--- src/rtl/imem_fetch_unit_if.sv ---
// Bus bundle between the fetch unit, the instruction memory and decode.
//
// Handshake semantics (decode side):
//   out_valid is high whenever the fetch unit presents an instruction.
//   A transfer happens on a rising clk edge where out_valid and out_ready are
//   both high and redirect_valid is low. out_valid never depends on out_ready.
//   A head shown during a redirect cycle is killed, not transferred.
//   The instruction memory side has no handshake: imem_dout must be the word
//   at imem_addr within the same cycle.
//
// Modports:
//   master : the fetch unit (drives imem_addr and the out_* / status signals)
//   slave  : memory + decode + redirect source (the environment)
interface imem_fetch_unit_if;
  logic [31:0] imem_addr;
  logic [31:0] imem_dout;
  logic        redirect_valid;
  logic [31:0] redirect_pc;
  logic        out_valid;
  logic [31:0] out_inst;
  logic [31:0] out_pc;
  logic        out_ready;
  logic        misalign_err;
  logic [31:0] fetch_count;

  modport master (
    output imem_addr,
    input  imem_dout,
    input  redirect_valid,
    input  redirect_pc,
    output out_valid,
    output out_inst,
    output out_pc,
    input  out_ready,
    output misalign_err,
    output fetch_count
  );

  modport slave (
    input  imem_addr,
    output imem_dout,
    output redirect_valid,
    output redirect_pc,
    input  out_valid,
    input  out_inst,
    input  out_pc,
    output out_ready,
    input  misalign_err,
    input  fetch_count
  );
endinterface

--- src/rtl/imem_fetch_unit.sv ---
// Instruction fetch unit: owns the fetch PC, reads a combinational
// instruction memory, and queues {pc, instruction} pairs in a small circular
// buffer that feeds decode through a valid/ready handshake.
//
// Ports:
//   clk    : single clock, all state changes on the rising edge
//   rst_n  : synchronous active-low reset
//   bus    : imem_fetch_unit_if.master
//            imem_addr/imem_dout      - memory address out, word back same cycle
//            redirect_valid/_pc       - restart fetch elsewhere, flushes buffer
//            out_valid/_inst/_pc/ready - decode handshake from the buffer head
//            misalign_err             - sticky, set by a misaligned redirect
//            fetch_count              - words pushed since reset (wraps)
module imem_fetch_unit #(
  parameter logic [31:0] RESET_PC  = 32'd0,
  parameter int          BUF_DEPTH = 2
) (
  input  logic              clk,
  input  logic              rst_n,
  imem_fetch_unit_if.master bus
);

  localparam int            PW      = $clog2(BUF_DEPTH);
  localparam logic [PW:0]   DEPTH_C = (PW+1)'(BUF_DEPTH);

  logic [31:0]   fpc;
  logic [31:0]   buf_pc   [BUF_DEPTH];
  logic [31:0]   buf_inst [BUF_DEPTH];
  logic [PW-1:0] head;
  logic [PW-1:0] tail;
  logic [PW:0]   count;
  logic [PW:0]   count_nxt;
  logic          misalign;
  logic [31:0]   fcount;

  logic out_valid_int;
  logic pop;
  logic push;

  assign out_valid_int = (count != '0);

  // A redirect kills the head shown this cycle, so it is never consumed.
  assign pop  = out_valid_int & bus.out_ready & ~bus.redirect_valid;
  // A full buffer still accepts a word when the head leaves the same cycle.
  assign push = ~bus.redirect_valid & ((count < DEPTH_C) | pop);

  always_comb begin
    count_nxt = count;
    case ({push, pop})
      2'b10:   count_nxt = count + (PW+1)'(1);
      2'b01:   count_nxt = count - (PW+1)'(1);
      default: count_nxt = count;
    endcase
  end

  always_ff @(posedge clk) begin
    if (!rst_n) begin
      fpc      <= RESET_PC;
      head     <= '0;
      tail     <= '0;
      count    <= '0;
      misalign <= 1'b0;
      fcount   <= '0;
      for (int i = 0; i < BUF_DEPTH; i++) begin
        buf_pc[i]   <= '0;
        buf_inst[i] <= '0;
      end
    end else if (bus.redirect_valid) begin
      // Flush: pointers restart together so the buffer reads as empty.
      fpc   <= {bus.redirect_pc[31:2], 2'b00};
      head  <= '0;
      tail  <= '0;
      count <= '0;
      if (bus.redirect_pc[1:0] != 2'b00) begin
        misalign <= 1'b1;
      end
    end else begin
      if (push) begin
        buf_pc[tail]   <= fpc;
        buf_inst[tail] <= bus.imem_dout;
        tail           <= tail + PW'(1);
        fpc            <= fpc + 32'd4;
        fcount         <= fcount + 32'd1;
      end
      if (pop) begin
        head <= head + PW'(1);
      end
      count <= count_nxt;
    end
  end

  assign bus.imem_addr    = fpc;
  assign bus.out_valid    = out_valid_int;
  assign bus.out_pc       = buf_pc[head];
  assign bus.out_inst     = buf_inst[head];
  assign bus.misalign_err = misalign;
  assign bus.fetch_count  = fcount;

endmodule

--- src/flat_wrapper.sv ---
// flat-port wrapper written by rule: the top's interface ports become plain ports
module imem_fetch_unit_flat 
#(
  parameter logic [31:0] RESET_PC  = 32'd0,
  parameter int          BUF_DEPTH = 2
)
  (clk, rst_n, bus_imem_addr, bus_imem_dout, bus_redirect_valid, bus_redirect_pc, bus_out_valid, bus_out_inst, bus_out_pc, bus_out_ready, bus_misalign_err, bus_fetch_count);
  imem_fetch_unit_if bus_i ();
  input  logic clk;
  input  logic rst_n;
  output wire logic [$bits(bus_i.imem_addr)-1:0] bus_imem_addr;
  input wire logic [$bits(bus_i.imem_dout)-1:0] bus_imem_dout;
  input wire logic [$bits(bus_i.redirect_valid)-1:0] bus_redirect_valid;
  input wire logic [$bits(bus_i.redirect_pc)-1:0] bus_redirect_pc;
  output wire logic [$bits(bus_i.out_valid)-1:0] bus_out_valid;
  output wire logic [$bits(bus_i.out_inst)-1:0] bus_out_inst;
  output wire logic [$bits(bus_i.out_pc)-1:0] bus_out_pc;
  input wire logic [$bits(bus_i.out_ready)-1:0] bus_out_ready;
  output wire logic [$bits(bus_i.misalign_err)-1:0] bus_misalign_err;
  output wire logic [$bits(bus_i.fetch_count)-1:0] bus_fetch_count;
  assign bus_imem_addr = bus_i.imem_addr;
  assign bus_i.imem_dout = bus_imem_dout;
  assign bus_i.redirect_valid = bus_redirect_valid;
  assign bus_i.redirect_pc = bus_redirect_pc;
  assign bus_out_valid = bus_i.out_valid;
  assign bus_out_inst = bus_i.out_inst;
  assign bus_out_pc = bus_i.out_pc;
  assign bus_i.out_ready = bus_out_ready;
  assign bus_misalign_err = bus_i.misalign_err;
  assign bus_fetch_count = bus_i.fetch_count;
  imem_fetch_unit #(.RESET_PC(RESET_PC), .BUF_DEPTH(BUF_DEPTH)) u_core (.clk(clk), .rst_n(rst_n), .bus(bus_i));
endmodule
--- config.mk ---
export PLATFORM = sky130hd
export DESIGN_NAME = imem_fetch_unit_flat
export DESIGN_NICKNAME = d
export VERILOG_FILES = /design/src/rtl/imem_fetch_unit_if.sv /design/src/rtl/imem_fetch_unit.sv /design/src/flat_wrapper.sv
export SDC_FILE = /design/constraint.sdc
export NUM_CORES = 1
export LEC_CHECK = 0
export ABC_AREA = 0
export CAP_MARGIN = 20
export CORE_UTILIZATION = 55
export DETAILED_ROUTE_END_ITERATION = 12
export PLACE_DENSITY = 0.86
export SLEW_MARGIN = 25
export SYNTH_ARGS = -nofsm -noshare
export SYNTH_HDL_FRONTEND = slang
export SYNTH_SLANG_ARGS = --single-unit
--- constraint.sdc ---
create_clock -name clk -period 11.5 [get_ports clk]
set_input_delay 1.15 -clock clk [delete_from_list [all_inputs] [get_ports clk]]
set_output_delay 1.15 -clock clk [all_outputs]
set_load 0.02 [all_outputs]
==> results of run 1 <==
path summary, 6_finish.rpt:
kind         cells after the start               startpoint                 endpoint  slack, ns
max                              4          u_core.count[1]            bus_out_valid       7.36
min                              2  u_core.bus.misalign_err  u_core.bus.misalign_err       0.45
max reg2reg                      6          u_core.count[1]     u_core.buf_pc[0][22]       7.69
min reg2reg                      2  u_core.bus.misalign_err  u_core.bus.misalign_err       0.45
registers in the layout, summed over array words and instances (netlist names), named ones only:
register,count
u_core.buf_inst,64
u_core.buf_pc,60
u_core.bus.fetch_count,32
u_core.bus.imem_addr,30
u_core.bus.misalign_err,1
u_core.count,2
u_core.head,1
u_core.tail,1
stage by stage:
stage / hold WS (ns) / power [mW]
6_report: 0.454 / 1.61
5_1_grt: 0.473 / 1.66
4_1_cts: 0.457 / 1.62
3_5_place_dp: 0.448 / 1.04
3_3_place_gp: 0.438 / 1.04
2_1_floorplan: 0.481 / 0.929
cell usage in the layout, fill, tap and decap left out, drive strengths merged, types with 8 or more instances in the layout:
cell type | netlist | final
a21oi | 23 | 23
a31oi | 11 | 11
and2 | 59 | 59
and3 | 67 | 67
and4 | 8 | 8
buf | 11 | 10
clkbuf | 55 | 17
clkdlybuf4s50 | 0 | 192
dfxtp | 68 | 68
edfxtp | 124 | 124
inv | 21 | 26
mux2 | 62 | 62
nand2 | 44 | 44
nand2b | 18 | 18
nand3 | 25 | 25
nand4 | 16 | 16
nor2 | 19 | 19
nor3 | 15 | 15
nor4 | 10 | 10
o21ai | 29 | 29
o311ai | 10 | 10
o31ai | 14 | 14
o41ai | 9 | 9
or3 | 14 | 14
or4 | 13 | 13
xnor2 | 13 | 13
cells by family (layout without fill, tap and decap cells):
group	count (synthesis)	count (layout)	share of synthesized area, %
DFF	192	192	55.4
AOI/OAI and AO/OA	138	138	10.6
buffers and inverters	88	255	3.81
and+or+nand+nor	318	318	20.0
xor gates and xnor gates	14	14	1.34
adders and majority gates	3	3	0.409
other	1	4	0.0409
muxes	69	69	8.37
final cells by class:
cell class | instances | area [um^2]
Sequential cell | 192 | 5090
Fill cell | 1118 | 4220
Multi-Input combinational cell | 546 | 3790
Timing Repair Buffer | 202 | 2020
Clock buffer | 17 | 425
Tap cell | 216 | 270
Clock inverter | 14 | 155
Inverter | 22 | 82.6
worst min-delay path, cell delays in order, from the launching register on:
cell and delay (ns):
dfxtp_1 0.31, inv_1 0.05, a21oi_1 0.05
power groups by stage:
stage               clock, mW  combinational, mW  sequential, mW
floorplan                   0              0.111           0.818
global placement            0              0.223           0.814
detailed placement          0              0.226           0.816
CTS                     0.587              0.229           0.801
global route            0.613              0.242           0.806
finish                  0.584              0.228           0.802
per-layer routing:
layer / global-route usage, % / share of wire [%] / wire [um]
met1: 34.5 / 42 / 9530
met2: 44.3 / 48 / 11100
met3: 5.79 / 7.9 / 1810
met4: 10.1 / 2.0 / 468
met5: 0 / 0 / 0
==> flow_metrics.py, run 1 <==
metrics = {
    "run_status": {
        "status": "finished clean",
    },
    "setup_path": {
        "cp_data_required_time_ns": 10.35,
        "cp_num_buf_inv": 3,
        "cpPeakStageDelay_ns": 0.94,
        "cp_max_fo": 26,
        "cp_top_family": "buffers and inverters",
        "cp_cell_sequence": "clkinv_1 > ha_1 > inv_1 > clkdlybuf4s50_1",
        "path_class": "reg2out",
        "end_kind": "output port",
        "critPathLaunchType": "register",
        "critPathArrivalTime_ns": 2.99,
        "crit_slowest_cell": "dfxtp_1",
    },
    "cts": {
        "clkTransAtPathRegs_ns": 0.07,
        "cts_setup_buffers": 0,
        "htree_levels": 4,
        "clk_latency_ns": 0.44,
        "cts.sinks": 192,
        "post_cts_resized": 0,
        "cts_tree": "yes",
        "clock_path_buffers": 2,
        "cts-root-buf": "clkbuf_16",
        "hold_buffers": 0,
        "numCtsBuffers": 17,
    },
    "place": {
        "hpwl_mm": 14.6,
        "dp_cells": 1178,
        "io_buffers": 193,
        "place_ws_ns": 7.71,
        "place.gp.congestion": 0.887,
        "placed_area_um2": 11300,
    },
    "die": {
        "die_area_um2": 17200,
        "initial_core_util_pct": 57.1,
        "ios": 198,
        "die_w_um": 131,
        "fp-row-count": 46,
        "core-area_um2": 16100,
        "fp.dieH_um": 131,
    },
    "grt": {
        "overflow": 0,
        "grt_use_total_pct": 26.8,
        "grt_pass1_vias": 6888,
        "grt_first_pass_wirelength_mm": 36.4,
        "grt_max_degree": 73,
        "antenna_found_initial": 0,
    },
    "sta": {
        "layout_setup_ws_ns": 7.36,
        "rsz0062_at_grt": "false",
        "fin_tns_setup_ns": 0,
        "drv_slew": 0,
        "setup_viol": 0,
        "period_share_pct": 36.0,
        "tightest_slew_ns": 1.02,
        "clock.fmax_ghz": 0.242,
        "hold_viol": 0,
        "fin_crit_ns": 4.14,
        "clock_skew_ns": 0.0119,
        "relSlewSlack_pct": 31.8,
    },
    "power_and_ir_drop": {
        "internal_power_mw": 1.20,
        "p_switching_mw": 0.409,
        "p_leak_nw": 4.34,
        "p_clk_share_pct": 36.2,
        "pwr-share-comb_pct": 14.1,
        "power_density_nw_per_um2": 136,
        "ir_worst_vdd_v": 0.000103,
        "sequentialPowerShare_pct": 49.7,
        "swShare_pct": 25.4,
    },
    "hold_path": {
        "hold_class": "reg2reg",
    },
    "cells_and_area": {
        "post-route-util_pct": 73.7,
        "final_area_um2": 11800,
        "drive_gt1_share_pct": 11.5,
        "final_cells": 1209,
        "nets": 1052,
        "antenna_cells": 0,
        "area_growth_pct": 29.0,
    },
    "yosys": {
        "synth_ff_type": "edfxtp_1",
        "synth_common_cells": "edfxtp_1 (124), dfxtp_1 (68), and3_1 (67)",
        "synth.most_common_cell": "edfxtp_1",
        "synth_top_area_share_pct": 40.6,
        "syn-cell-area_um2": 9170,
        "yosysTopAreaCell": "edfxtp_1",
        "yosysSeqAreaShare_pct": 55.4,
        "ys_warn_count": 0,
        "synth.area.top_cells": "edfxtp_1 (41%), dfxtp_1 (15%), mux2_2 (7.6%)",
        "postSynthAreaPerCell_um2": 11.1,
        "yosys.cell_types.count": 59,
        "syn_inst": 823,
        "async_flop_share_pct": 0,
        "synth_edf_count": 124,
        "ys_seq_elements": 192,
    },
    "drt": {
        "remaining_drc_errors": 0,
        "detail-route-antenna-nets": 0,
        "routedWlPerCell_um": 19.0,
        "drtIter0Drc": 699,
        "routed_wl_mm": 22.9,
        "firstDrtPassIters": 6,
        "routed_via_density": 6.01,
        "vias": 7262,
    },
    "flow_run": {
        "cap_viol_max_count": 0,
    },
}
Note: power is estimated with default switching activity, not from simulation.
==> run 2: changes to the inputs <==
Settings changed: CORE_UTILIZATION 55 to 46, PLACE_DENSITY 0.86 to 0.76.
Clock period 11.5 ns to 3.63 ns, I/O delays scaled along.
==> run 2 against run 1 <==
  * Combinational power rose to 3.2 times the previous value
  * Register-to-register slack worse by 6.8 ns
  * Critical endpoint is now u_core.buf_pc[0][9]
  * Final cell count increased by 4.7%
  * Total power increased to 3.2 times the previous value
  * Via count down 0.52%
  * First-iteration DRC count shrank 24%
==> flow_metrics.py, run 2 (synthesis gave the netlist of run 1 again) <==
metrics = {
    "grt": {
        "grt_first_pass_wirelength_mm": 37.1,
        "grt_max_degree": 73,
        "grt_use_total_pct": 23.6,
        "overflow": 0,
        "antenna_found_initial": 1,
        "grt_pass1_vias": 6970,
    },
    "die": {
        "fp-row-count": 51,
        "initial_core_util_pct": 47.0,
        "die_area_um2": 20500,
        "die_w_um": 143,
        "core-area_um2": 19500,
        "fp.dieH_um": 143,
        "ios": 198,
    },
    "sta": {
        "hold_viol": 0,
        "clock_skew_ns": 0.00596,
        "setup_viol": 0,
        "fin_tns_setup_ns": 0,
        "relSlewSlack_pct": 35.8,
        "tightest_slew_ns": 0.938,
        "period_share_pct": 75.9,
        "fin_crit_ns": 2.76,
        "drv_slew": 0,
        "rsz0062_at_grt": "false",
        "clock.fmax_ghz": 0.363,
    },
    "power_and_ir_drop": {
        "ir_worst_vdd_v": 0.000384,
        "power_density_nw_per_um2": 430,
        "p_leak_nw": 4.39,
    },
    "drt": {
        "routed_wl_mm": 23.9,
        "firstDrtPassIters": 5,
        "remaining_drc_errors": 0,
        "routedWlPerCell_um": 18.9,
        "drtIter0Drc": 531,
        "routed_via_density": 5.71,
        "vias": 7224,
        "detail-route-antenna-nets": 0,
    },
    "hold_path": {
        "hold_class": "in2reg",
    },
    "cts": {
        "post_cts_resized": 0,
        "cts_tree": "yes",
        "cts.sinks": 192,
        "numCtsBuffers": 17,
        "hold_buffers": 0,
        "clk_latency_ns": 0.44,
        "clock_path_buffers": 2,
        "cts_setup_buffers": 0,
        "clkTransAtPathRegs_ns": 0.08,
        "htree_levels": 4,
        "cts-root-buf": "clkbuf_16",
    },
    "cells_and_area": {
        "fillers": 1615,
        "drive_gt1_share_pct": 12.1,
        "seq_area_um2": 5090,
        "final_common_cell": "clkdlybuf4s50_1",
        "top_register": "u_core.buf_inst",
        "largest_reg_flops": 64,
        "antenna_cells": 0,
        "post-route-util_pct": 61.3,
        "nets": 1059,
        "multi_input_area_um2": 3790,
        "area_growth_pct": 30.5,
        "layout_common_cells": "clkdlybuf4s50_1 (192), edfxtp_1 (124), and3_1 (67)",
    },
    "setup_path": {
        "critPathLaunchType": "register",
        "crit_slowest_cell": "buf_4",
        "cp_cell_sequence": "clkinv_1 > ha_1 > nor2b_1 > o21ai_0 > nor2_4 > buf_4 > and2_1",
        "path_class": "reg2reg",
        "cp_data_required_time_ns": 3.94,
        "cpPeakStageDelay_ns": 0.45,
        "critPathArrivalTime_ns": 3.06,
        "cp_max_fo": 55,
        "end_kind": "register",
    },
    "run_status": {
        "status": "finished clean",
    },
    "place": {
        "hpwl_mm": 15.3,
        "io_buffers": 193,
        "place.gp.congestion": 0.849,
    },
    "flow_run": {
        "cap_viol_max_count": 0,
    },
}
## run 2: worst max-delay path, delay by kind of cell (launching register included)
family	cells	cell delay (ns)
fa+ha+maj	1	0.38
simple gates	3	0.78
flops	1	0.35
buf+inv	2	0.71
compound gates	1	0.38
## run 2: per-stage QoR
step           setup WS, ns  cells  instance area [um^2]  power [mW]  hold slack [ns]
3_5_place_dp          0.693   1234                 11400        3.31            0.468
6_report              0.874   1266                 12000        5.15            0.370
5_1_grt               0.597   1266                 12000        5.32            0.389
2_1_floorplan        0.0701    826                  9200        2.94            0.481
3_3_place_gp          0.751   1234                 11400        3.30            0.459
4_1_cts               0.861   1266                 12000        5.18            0.374
## run 2: where the power goes
part / total [mW] / switching, mW / internal (mW)
clock: 1.89 / 0.906 / 0.984
combinational: 0.733 / 0.389 / 0.344
sequential: 2.53 / 0.0785 / 2.45
total: 5.15 / 1.37 / 3.78
## run 2: path summary, 6_finish.rpt
| path | slack (ns) | from | endpoint | cells after the start |
|---|---|---|---|---|
| hold reg to reg | 0.47 | u_core.bus.misalign_err | u_core.bus.misalign_err | 2 |
| setup / recovery | 0.87 | u_core.count[1] | u_core.buf_pc[0][9] | 7 |
| setup reg to reg | 0.87 | u_core.count[1] | u_core.buf_pc[0][9] | 7 |
| hold / removal | 0.37 | rst_n | u_core.bus.fetch_count[8] | 2 |
## run 2: cell type report
class / instances / share of cell area [%]
inverters: 22 / 0.690
repair buffers: 209 / 17.4
flip-flops and latches: 192 / 42.5
clock inverters: 15 / 1.40
multi-input cells: 546 / 31.7
well taps: 265 / 2.77
clock buffers: 17 / 3.55
## run 2: routing by layer
metal / routed length, um / vias to the layer above / share of wire, % / global-route usage, %
met5: 13 / - / 0.054 / 0
met4: 580 / 2 / 2.4 / 9.69
met3: 1960 / 55 / 8.2 / 6.04
met2: 11400 / 283 / 48 / 38.9
met1: 9910 / 3447 / 42 / 29.6
li1: - / 3437 / - / -
